$ cat config.mk
export PLATFORM = sky130hd
export DESIGN_NAME = alu_operand_stage
export DESIGN_NICKNAME = d
export VERILOG_FILES = /design/src/rtl/alu_operand_pkg.sv /design/src/rtl/alu_operand_stage_fwd_select.sv /design/src/rtl/alu_operand_stage.sv
export SDC_FILE = /design/constraint.sdc
export NUM_CORES = 1
export LEC_CHECK = 0
export ABC_AREA = 1
export CORE_MARGIN = 2
export CORE_UTILIZATION = 35
export DETAILED_ROUTE_END_ITERATION = 8
export HOLD_SLACK_MARGIN = 0.12
export PLACE_DENSITY_LB_ADDON = 0.25
export SYNTH_ARGS = -nofsm -noshare
export SYNTH_HDL_FRONTEND = slang
export SYNTH_HIERARCHICAL = 1
export SYNTH_SLANG_ARGS = --single-unit
$ cat constraint.sdc
create_clock -name clk -period 3.13 [get_ports clk]
set_input_delay 0.626 -clock clk [delete_from_list [all_inputs] [get_ports clk]]
set_output_delay 0.626 -clock clk [all_outputs]
set_load 0.005 [all_outputs]
$ cat src/rtl/alu_operand_pkg.sv
// ---------------------------------------------------------------------------
// alu_operand_pkg
// Shared definitions for the ALU operand-selection stage:
//   src_a_sel_e : encoding of the ALU A-operand select input
//   src_b_sel_e : encoding of the ALU B-operand select input
//   REG_ZERO    : the hard-wired zero register, which is never forwarded
// ---------------------------------------------------------------------------
package alu_operand_pkg;

    typedef enum logic {
        SRC_A_REG = 1'b0,
        SRC_A_SA  = 1'b1
    } src_a_sel_e;

    typedef enum logic [1:0] {
        SRC_B_REG  = 2'b00,
        SRC_B_IMM  = 2'b01,
        SRC_B_LINK = 2'b10,
        SRC_B_ZERO = 2'b11
    } src_b_sel_e;

    localparam int REG_ZERO = 0;

endpackage

$ cat src/rtl/alu_operand_stage_fwd_select.sv
// ---------------------------------------------------------------------------
// fwd_select
// Combinational forwarding resolver for one source operand.
// Ports:
//   addr        in  source register number
//   reg_data    in  register-file read value (used when nothing matches)
//   fwd_valid   in  per-source "writes a register" flags
//   fwd_pending in  per-source "result not yet available" flags
//   fwd_waddr   in  packed destination registers, source 0 at LSBs
//   fwd_data    in  packed results, source 0 at LSBs
//   data        out resolved operand value
//   hazard      out the winning source is still pending
// Source 0 is the youngest producer and has the highest priority.
// ---------------------------------------------------------------------------
module fwd_select
    import alu_operand_pkg::*;
#(
    parameter int DATA_W  = 32,
    parameter int REG_AW  = 5,
    parameter int NUM_FWD = 3
) (
    input  logic [REG_AW-1:0]         addr,
    input  logic [DATA_W-1:0]         reg_data,
    input  logic [NUM_FWD-1:0]        fwd_valid,
    input  logic [NUM_FWD-1:0]        fwd_pending,
    input  logic [NUM_FWD*REG_AW-1:0] fwd_waddr,
    input  logic [NUM_FWD*DATA_W-1:0] fwd_data,
    output logic [DATA_W-1:0]         data,
    output logic                      hazard
);

    logic [NUM_FWD-1:0] match;

    // Per-source address match; register zero never matches.
    for (genvar g = 0; g < NUM_FWD; g++) begin : g_match
        assign match[g] = fwd_valid[g]
                          && (fwd_waddr[g*REG_AW +: REG_AW] == addr)
                          && (addr != REG_AW'(REG_ZERO));
    end

    // Priority select: scan oldest to youngest so the youngest match lands last
    // and wins; only the winner's pending flag matters.
    always_comb begin
        data   = reg_data;
        hazard = 1'b0;
        for (int i = NUM_FWD - 1; i >= 0; i--) begin
            data   = match[i] ? fwd_data[i*DATA_W +: DATA_W] : data;
            hazard = match[i] ? fwd_pending[i] : hazard;
        end
    end

endmodule

$ cat src/rtl/alu_operand_stage.sv
// ---------------------------------------------------------------------------
// alu_operand_stage
// Operand-selection stage between decode and execute. Resolves forwarding for
// rs/rt, detects load-use interlocks, selects ALU A/B operands and store data,
// and registers them into the execute pipeline register under valid/ready
// with flush.
// Ports:
//   clk, reset (async, active-high)
//   in_valid/in_ready             decode-side handshake
//   rs_addr, rt_addr, rs_data, rt_data, sa, sign_imm, pc_plus_eight
//   src_a_sel, src_b_sel          operand selects
//   fwd_valid, fwd_pending, fwd_waddr, fwd_data   in-flight producers
//   flush                         drop registered and incoming operation
//   out_valid/out_ready           execute-side handshake
//   src_a, src_b, write_data      registered operands
//   interlock                     combinational load-use stall indication
//   stall_count                   only with OPSTAGE_STALL_CNT_EN defined:
//                                 saturating count of interlock cycles
// ---------------------------------------------------------------------------
module alu_operand_stage
    import alu_operand_pkg::*;
#(
    parameter int DATA_W  = 32,
    parameter int REG_AW  = 5,
    parameter int NUM_FWD = 3
) (
    input  logic                      clk,
    input  logic                      reset,
    input  logic                      in_valid,
    output logic                      in_ready,
    input  logic [REG_AW-1:0]         rs_addr,
    input  logic [REG_AW-1:0]         rt_addr,
    input  logic [DATA_W-1:0]         rs_data,
    input  logic [DATA_W-1:0]         rt_data,
    input  logic [4:0]                sa,
    input  logic [DATA_W-1:0]         sign_imm,
    input  logic [DATA_W-1:0]         pc_plus_eight,
    input  logic                      src_a_sel,
    input  logic [1:0]                src_b_sel,
    input  logic [NUM_FWD-1:0]        fwd_valid,
    input  logic [NUM_FWD-1:0]        fwd_pending,
    input  logic [NUM_FWD*REG_AW-1:0] fwd_waddr,
    input  logic [NUM_FWD*DATA_W-1:0] fwd_data,
    input  logic                      flush,
    output logic                      out_valid,
    input  logic                      out_ready,
    output logic [DATA_W-1:0]         src_a,
    output logic [DATA_W-1:0]         src_b,
    output logic [DATA_W-1:0]         write_data,
    output logic                      interlock
`ifdef OPSTAGE_STALL_CNT_EN
    ,
    output logic [15:0]               stall_count
`endif
);

    logic [DATA_W-1:0] rs_fwd;
    logic [DATA_W-1:0] rt_fwd;
    logic              rs_hazard;
    logic              rt_hazard;
    logic              hazard;
    logic              capture;
    logic              out_valid_next;
    logic [DATA_W-1:0] src_a_next;
    logic [DATA_W-1:0] src_b_next;

    fwd_select #(
        .DATA_W  (DATA_W),
        .REG_AW  (REG_AW),
        .NUM_FWD (NUM_FWD)
    ) u_fwd_rs (
        .addr        (rs_addr),
        .reg_data    (rs_data),
        .fwd_valid   (fwd_valid),
        .fwd_pending (fwd_pending),
        .fwd_waddr   (fwd_waddr),
        .fwd_data    (fwd_data),
        .data        (rs_fwd),
        .hazard      (rs_hazard)
    );

    fwd_select #(
        .DATA_W  (DATA_W),
        .REG_AW  (REG_AW),
        .NUM_FWD (NUM_FWD)
    ) u_fwd_rt (
        .addr        (rt_addr),
        .reg_data    (rt_data),
        .fwd_valid   (fwd_valid),
        .fwd_pending (fwd_pending),
        .fwd_waddr   (fwd_waddr),
        .fwd_data    (fwd_data),
        .data        (rt_fwd),
        .hazard      (rt_hazard)
    );

    // rt always feeds write_data, so its hazard always counts; rs only when
    // the A operand actually reads the register.
    assign hazard    = (rs_hazard && (src_a_sel == SRC_A_REG)) || rt_hazard;
    assign interlock = in_valid && hazard;
    assign in_ready  = !hazard && !flush && (!out_valid || out_ready);
    assign capture   = in_valid && in_ready;

    // Operand muxes feeding the execute register.
    always_comb begin
        src_a_next = rs_fwd;
        src_b_next = rt_fwd;
        case (src_a_sel)
            SRC_A_REG: src_a_next = rs_fwd;
            SRC_A_SA:  src_a_next = {{(DATA_W-5){1'b0}}, sa};
            default:   src_a_next = rs_fwd;
        endcase
        case (src_b_sel)
            SRC_B_REG:  src_b_next = rt_fwd;
            SRC_B_IMM:  src_b_next = sign_imm;
            SRC_B_LINK: src_b_next = pc_plus_eight;
            SRC_B_ZERO: src_b_next = {DATA_W{1'b0}};
            default:    src_b_next = rt_fwd;
        endcase
    end

    // Execute-register occupancy: flush dominates, then a new capture.
    always_comb begin
        out_valid_next = out_valid;
        if (flush) begin
            out_valid_next = 1'b0;
        end else if (capture) begin
            out_valid_next = 1'b1;
        end else if (out_ready) begin
            out_valid_next = 1'b0;
        end else begin
            out_valid_next = out_valid;
        end
    end

    // Occupancy flag register.
    always_ff @(posedge clk or posedge reset) begin
        if (reset) begin
            out_valid <= 1'b0;
        end else begin
            out_valid <= out_valid_next;
        end
    end

    // Operand registers load only on capture, so they hold while stalled.
    always_ff @(posedge clk or posedge reset) begin
        if (reset) begin
            src_a      <= {DATA_W{1'b0}};
            src_b      <= {DATA_W{1'b0}};
            write_data <= {DATA_W{1'b0}};
        end else if (capture) begin
            src_a      <= src_a_next;
            src_b      <= src_b_next;
            write_data <= rt_fwd;
        end
    end

`ifdef OPSTAGE_STALL_CNT_EN
    // Saturating interlock-cycle counter; only reset clears it.
    always_ff @(posedge clk or posedge reset) begin
        if (reset) begin
            stall_count <= 16'd0;
        end else if (interlock && (stall_count != 16'hFFFF)) begin
            stall_count <= stall_count + 16'd1;
        end
    end
`endif

endmodule
==> flow_summary.toml <==
[sta]
min_period_ps = 2940
tightest_slew_ps = 876
worst_clock_skew_ps = 7.89
fmax_mhz = 340
max_slew_margin_pct = 41.6
setup_viol = 0
fin_setup_tns_ps = 0
report.final.slew_viol_count = 0
period_share_pct = 94.0
hold_viol = 0

[logic_synthesis]
synth_top_area_share_pct = 27.8
synth_top_area_cell = "dfrtp_1"
yosys_warnings = 6
ys_top_cells_by_count = "619 x nand2_1, 394 x nand3_1, 126 x inv_1"
seq_area_frac_synth_pct = 27.8
avgSynthCellArea_um2 = 5.86
postSynthCellCount = 1487
synth-main-ff-cell = "dfrtp_1"
syn_area_um2 = 8720
post-synth-top-count-cell = "nand2_1"
ys_types = 23
syn_nets = 1755
ys_async_sr_fraction_pct = 100
synth_edf_count = 0
synth-seq-cells = 97
ys_top_cells_by_area = "dfrtp_1 28%, nand2_1 27%, nand3_1 23%"

[cells_and_area]
layout.nets = 2081
area_growth_pct = 47.2
utilization_pct = 52.6
drive_above_1_share_pct = 6.16
fin_cells = 2143

[status]
status = "finished, final reports clean"

[route]
drc = 0
avgRoutedWirePerCell_um = 17.6
drt-vias-per-instance = 5.04
drt-total-wl_mm = 37.8
num_vias = 10800
first_iter_violations = 1053
ant_nets = 0
dr.pass1.iters = 5

[power]
peakVddDrop_mv = 0.263
power.static_leakage_uw = 0.00683
power_density_nw_per_um2 = 365

[worst_setup_path]
crit-reg2reg-launch = "out_valid"
critical_path_required_ps = 2500
path_class = "primary input to output pin"
reg2reg_to = "write_data[11]"
rr_worst_depth = 6
worst-r2r-setup-slack_ps = 1430
startpoint_type = "primary input"
arrival_ps = 2320
cp_max_fo = 6
cp-end-kind = "output pin"

[global_routing]
grt_first_pass_wirelength_mm = 58.5
grt_usage_pct = 28.5
grt_pass1_vias = 10600
overflow = 0
grt_max_degree = 97
antenna_found_initial = 1

[clock_network]
hold_buffers = 0
cts_buffers = 9
cts_htree_levels = 3
clock_latency_ps = 350
root_buffer = "clkbuf_16"
clkSinkCount = 97
cts_buffer_depth = 2
cts.reportedPaths.clkPinSlew_ps = 70
cts_tree = "built"

[min_path]
min_path_cells = 2
min_from = "write_data[20]"
holdPathEnd = "write_data[20]"
hold_path_class = "flop to flop"

[die]
ios = 367
row_count = 57
start_util_pct = 35.7
die_w_um = 162
dieArea_um2 = 26200
die_h_um = 162
core_um2 = 24400

[place]
portBuffers = 366
place_congestion = 0.881
dpl.hpwl_mm = 28.4
dp.cells = 2122

[job]
cap_violations = 0
-- power breakdown --
part / total [uW] / internal [uW] / switching [uW]
logic: 1800 / 936 / 860
clock network: 1280 / 717 / 558
registers: 1610 / 1470 / 137
total: 4680 / 3130 / 1560
-- layout make-up --
cell class	count	area, um^2
flip-flops and latches	97	2430
multi-input cells	1096	4870
clock buffers	9	225
well taps	324	405
clock inverters	7	110
repair buffers	415	4070
fillers	2531	11600
inverters	194	732
diodes	1	2.50
-- critical path: stages --
cell and delay [ps]:
clkdlybuf4s50_1 430, inv_2 120, buf_4 110, nand2_1 40, nand2_1 80, nand2_1 90, nor2_4 90, nand3_1 80
nand2_1 70, nand3_1 60, nand2_1 60, inv_1 60, nand2_4 110, inv_2 50, nor2_1 110, clkbuf_2 130
-- cell families (layout without fill, tap and decap cells) --
group | after synthesis | in the layout | share of synthesized area (%)
XOR/XNOR | 8 | 8 | 0.804
AND/OR/NAND/NOR | 1082 | 1082 | 54.3
flip-flops | 97 | 97 | 27.8
other | 0 | 1 | 0
buffers and inverters | 294 | 625 | 16.6
AO/OA/AOI/OAI | 6 | 6 | 0.459
-- flip-flops by register name, indices dropped and copies added, names as in the netlist --
register,count
src_b,32
src_a,32
write_data,32
out_valid,1
-- worst max-delay path by stage --
stage,from,endpoint,slack [ps],cells after the start
final,rt_addr[4],interlock,190,16
after global placement,rs_addr[2],src_a[31],-280,13
after global routing,rs_addr[4],interlock,-8,15
after detailed placement,rt_addr[2],src_a[15],-270,13
after CTS,rs_addr[4],interlock,60,15
after floorplan,rt_addr[4],in_ready,600,13
-- per-layer routing --
| layer | GRT usage (%) | wire length (um) | vias to the layer above |
|---|---|---|---|
| met3 | 6.44 | 3310 | 70 |
| met4 | 10.7 | 1450 | 0 |
| met2 | 47.6 | 17900 | 530 |
| met5 | 0 | 0 | - |
| met1 | 36.0 | 15100 | 4956 |
| li1 | - | - | 5253 |
-- placed cells by master (no fill, tap or decap) --
master | Yosys | routed
a21boi_1 | 2 | 2
a21oi_1 | 1 | 1
buf_12 | 0 | 4
buf_4 | 20 | 45
buf_6 | 31 | 1
bufinv_16 | 0 | 2
clkbuf_16 | 0 | 9
clkbuf_2 | 0 | 2
clkdlybuf4s50_1 | 0 | 357
clkinv_1 | 54 | 54
clkinv_8 | 0 | 1
clkinvlp_4 | 0 | 2
dfrtp_1 | 97 | 97
diode_2 | 0 | 1
dlygate4sd2_1 | 0 | 5
dlymetal6s2s_1 | 0 | 1
inv_1 | 126 | 125
inv_2 | 14 | 14
inv_6 | 0 | 3
nand2_1 | 619 | 619
nand2_2 | 5 | 5
nand2_4 | 5 | 5
nand3_1 | 394 | 392
nand3_2 | 5 | 6
nand3_4 | 0 | 1
nand3b_1 | 2 | 2
nor2_1 | 37 | 36
nor2_2 | 0 | 1
nor2_4 | 11 | 11
o21a_1 | 2 | 2
o21ai_1 | 1 | 1
or2_1 | 4 | 4
xnor2_1 | 8 | 8
-- metrics by stage --
step | setup WS, ps | hold WS (ps) | area [um^2] | power [uW]
after floorplan | 603 | 465 | 8720 | 2330
after global placement | -279 | 452 | 12500 | 3400
after detailed placement | -267 | 458 | 12500 | 3420
after CTS | 59.1 | 476 | 12800 | 4700
after global routing | -7.50 | 498 | 12800 | 4940
final | 187 | 471 | 12800 | 4680
-- timing repair --
item                                    4_1_cts  5_1_grt
buffers inserted                              2        2
gates cloned                                  0        0
pin swaps                                     4        3
gates resized for setup                       9        6
endpoints found under the setup margin        2       98
(Power assumes the default switching activity.)
==> RTL edit, RTL diff (same flow settings) <==
The package constant `REG_ZERO` goes from 0 to 1.
--- a/src/rtl/alu_operand_pkg.sv
+++ b/src/rtl/alu_operand_pkg.sv
@@ -19,7 +19,7 @@
         SRC_B_ZERO = 2'b11
     } src_b_sel_e;
 
-    localparam int REG_ZERO = 0;
+    localparam int REG_ZERO = 1;
 
 endpackage
 
Behaviour: not the same (Yosys sat finds a counterexample within 4 cycles, from zero or initial values and one cycle with reset high).
==> RTL edit against the original RTL <==
  * Design area grew 0.50%
  * Largest power group unchanged
  * Synthesized area grew 0.63%
  * Wire length decreased by 3.2%
  * Die area rose by 0.61%
  * Non-clock buffer count down 7
  * Core utilization up 0.11 points
  * Sequential cell count is the same
  * Total power shrank 4.7%
  * Clock power shrank 19%
  * Setup slack better by 0.016 ns
==> RTL edit: results (changes against the original RTL) <==
| Metric | Value |
|---|---|
| Status | `finished clean` |
| DP HPWL | `28.2 mm (-0.54%)` |
| Worst Path Arrival | `2.30 ns (-0.02 ns)` |
| Max-slew violations | `0 (unchanged)` |
| Top FF cell, synth | `dfrtp_1` |
| Critical path origin | `rt_addr[4]` |
| DRT iter0 DRCs | `883 (-16%)` |
| Hold Crit Class | `register to register` |
| Core area | `0.0245 mm2 (+0.29%)` |
| Skew final | `0.0128 ns (+0.00492 ns)` |
| Detailed Routing Iterations Pass 1 | `5 (unchanged)` |
| CP delay by family, top | `simple AND/OR/NAND/NOR gates` |
| Routed wire length | `36.6 mm (-3.2%)` |
| Vias in the first global route | `10.2k (-3.8%)` |
| Max H-tree Level | `3 (unchanged)` |
| Worst vdd ir | `0.000227 V (-14%)` |
| Pleak | `0.00698 uW (+2.2%)` |
| Final net count | `2072 (-0.43%)` |
| Mapped Nets | `1753 (-0.11%)` |
| Later-pin clock latency in the skew report | `0.35 ns (about the same)` |
| Largest cells by area after synthesis | `dfrtp_1 28%, nand2_1 26%, nand3_1 22%` |
| CP max stage cell | `clkdlybuf4s50_1` |
| CTS buffer count | `9 (unchanged)` |
| Yosys synthesis warning count | `6 (unchanged)` |
| Share of layout cells above drive strength 1 | `7.47% (+1.3 points)` |
| GRT Total Usage | `27.5% (-1.0 points)` |
| Max FO, Critical Path | `6 (unchanged)` |
| Hold path startpoint | `src_a[0]` |
| Final Instance Area | `0.0129 mm2 (+0.50%)` |
| Via density | `4.98 (-1.2%)` |
| Routability cong. | `0.900 (+2.2%)` |
| Worst relative slew slack | `27.7% (-14 points)` |
| Ys async rst share | `100% (unchanged)` |
| Worst path max stage delay | `0.43 ns (about the same)` |
| Layout filler cell count | `2495 (-1.4%)` |
| Post-synth top cells | `615 x nand2_1, 390 x nand3_1, 124 x inv_1` |
| Global-route wire length before repair | `56.6 mm (-3.2%)` |
| Largest regs | `src_a: 32 flops, src_b: 32 flops, write_data: 32 flops` |
| Count of different cell masters after synthesis | `25 (+8.7%)` |
| Sequential area share after synthesis | `27.7% (-0.17 points)` |
| Clk slew on worst S/H paths | `roughly 0.060 ns` |
| Root Buffer | `clkbuf_16` |
| Initial antenna violation count | `2 (+1)` |
==> RTL edit: logic make-up (layout without fill, tap and decap cells) <==
family,Yosys count,in the layout,synth area share (%)
DFF,97,97,27.7
and+or+nand+nor,1078,1078,55.2
xor gates and xnor gates,10,10,0.998
other,0,1,0
AOI/OAI and AO/OA,6,6,0.542
buffers and inverters,294,617,15.6
==> RTL edit: tightest hold or removal path, stage by stage (launching register included) <==
cell	delay [ns]
dfrtp_1	0.34
nand2_1	0.05
nand2_1	0.05
==> RTL edit: power by group <==
part           leakage (uW)  total (uW)  switching, uW  internal [uW]
sequential          0.00124        1600            125           1470
clock              0.000124        1040            504            537
combinational       0.00562        1820            875            947
total               0.00698        4460           1500           2960
==> RTL edit: routing by layer <==
metal	vias to the layer above	global-route usage [%]	share of wire (%)
met1	4850	36.7	41
li1	5235	-	-
met5	-	0	0.044
met3	64	5.09	8.6
met4	2	10.3	3.2
met2	475	44.5	47
==> RTL edit: repair_timing <==
| item | in CTS | in global routing |
|---|---|---|
| endpoints found under the setup margin | 2 | 2 |
| pin swaps | 0 | 8 |
| buffers inserted | 0 | 2 |
| gates resized for setup | 8 | 15 |
==> RTL edit: cell type report <==
| class | count | area share, % |
|---|---|---|
| Clock buffer | 9 | 1.75 |
| Multi-Input combinational cell | 1094 | 38.7 |
| Inverter | 194 | 5.67 |
| Sequential cell | 97 | 18.8 |
| Clock inverter | 6 | 0.349 |
| Antenna cell | 1 | 0.0194 |
| Timing Repair Buffer | 408 | 31.5 |
| Tap cell | 324 | 3.14 |
==> RTL edit: path summary, 6_finish.rpt <==
check | slack [ns] | end | depth (start not counted)
worst min register to register | 0.47 | src_a[0] | 2
worst max-delay path | 0.20 | in_ready | 13
min in group asynchronous | 0.70 | src_b[12] | 3
worst min-delay path | 0.47 | src_a[0] | 2
worst max register to register | 1.45 | src_a[12] | 7
max in group asynchronous | 1.84 | src_a[30] | 3
==> RTL edit: stage by stage <==
step	cells	setup slack [ns]
after floorplan	1485	0.561
after global placement	2115	-0.275
after detailed placement	2115	-0.292
after CTS	2130	0.0250
after global routing	2133	0.0326
final	2133	0.203
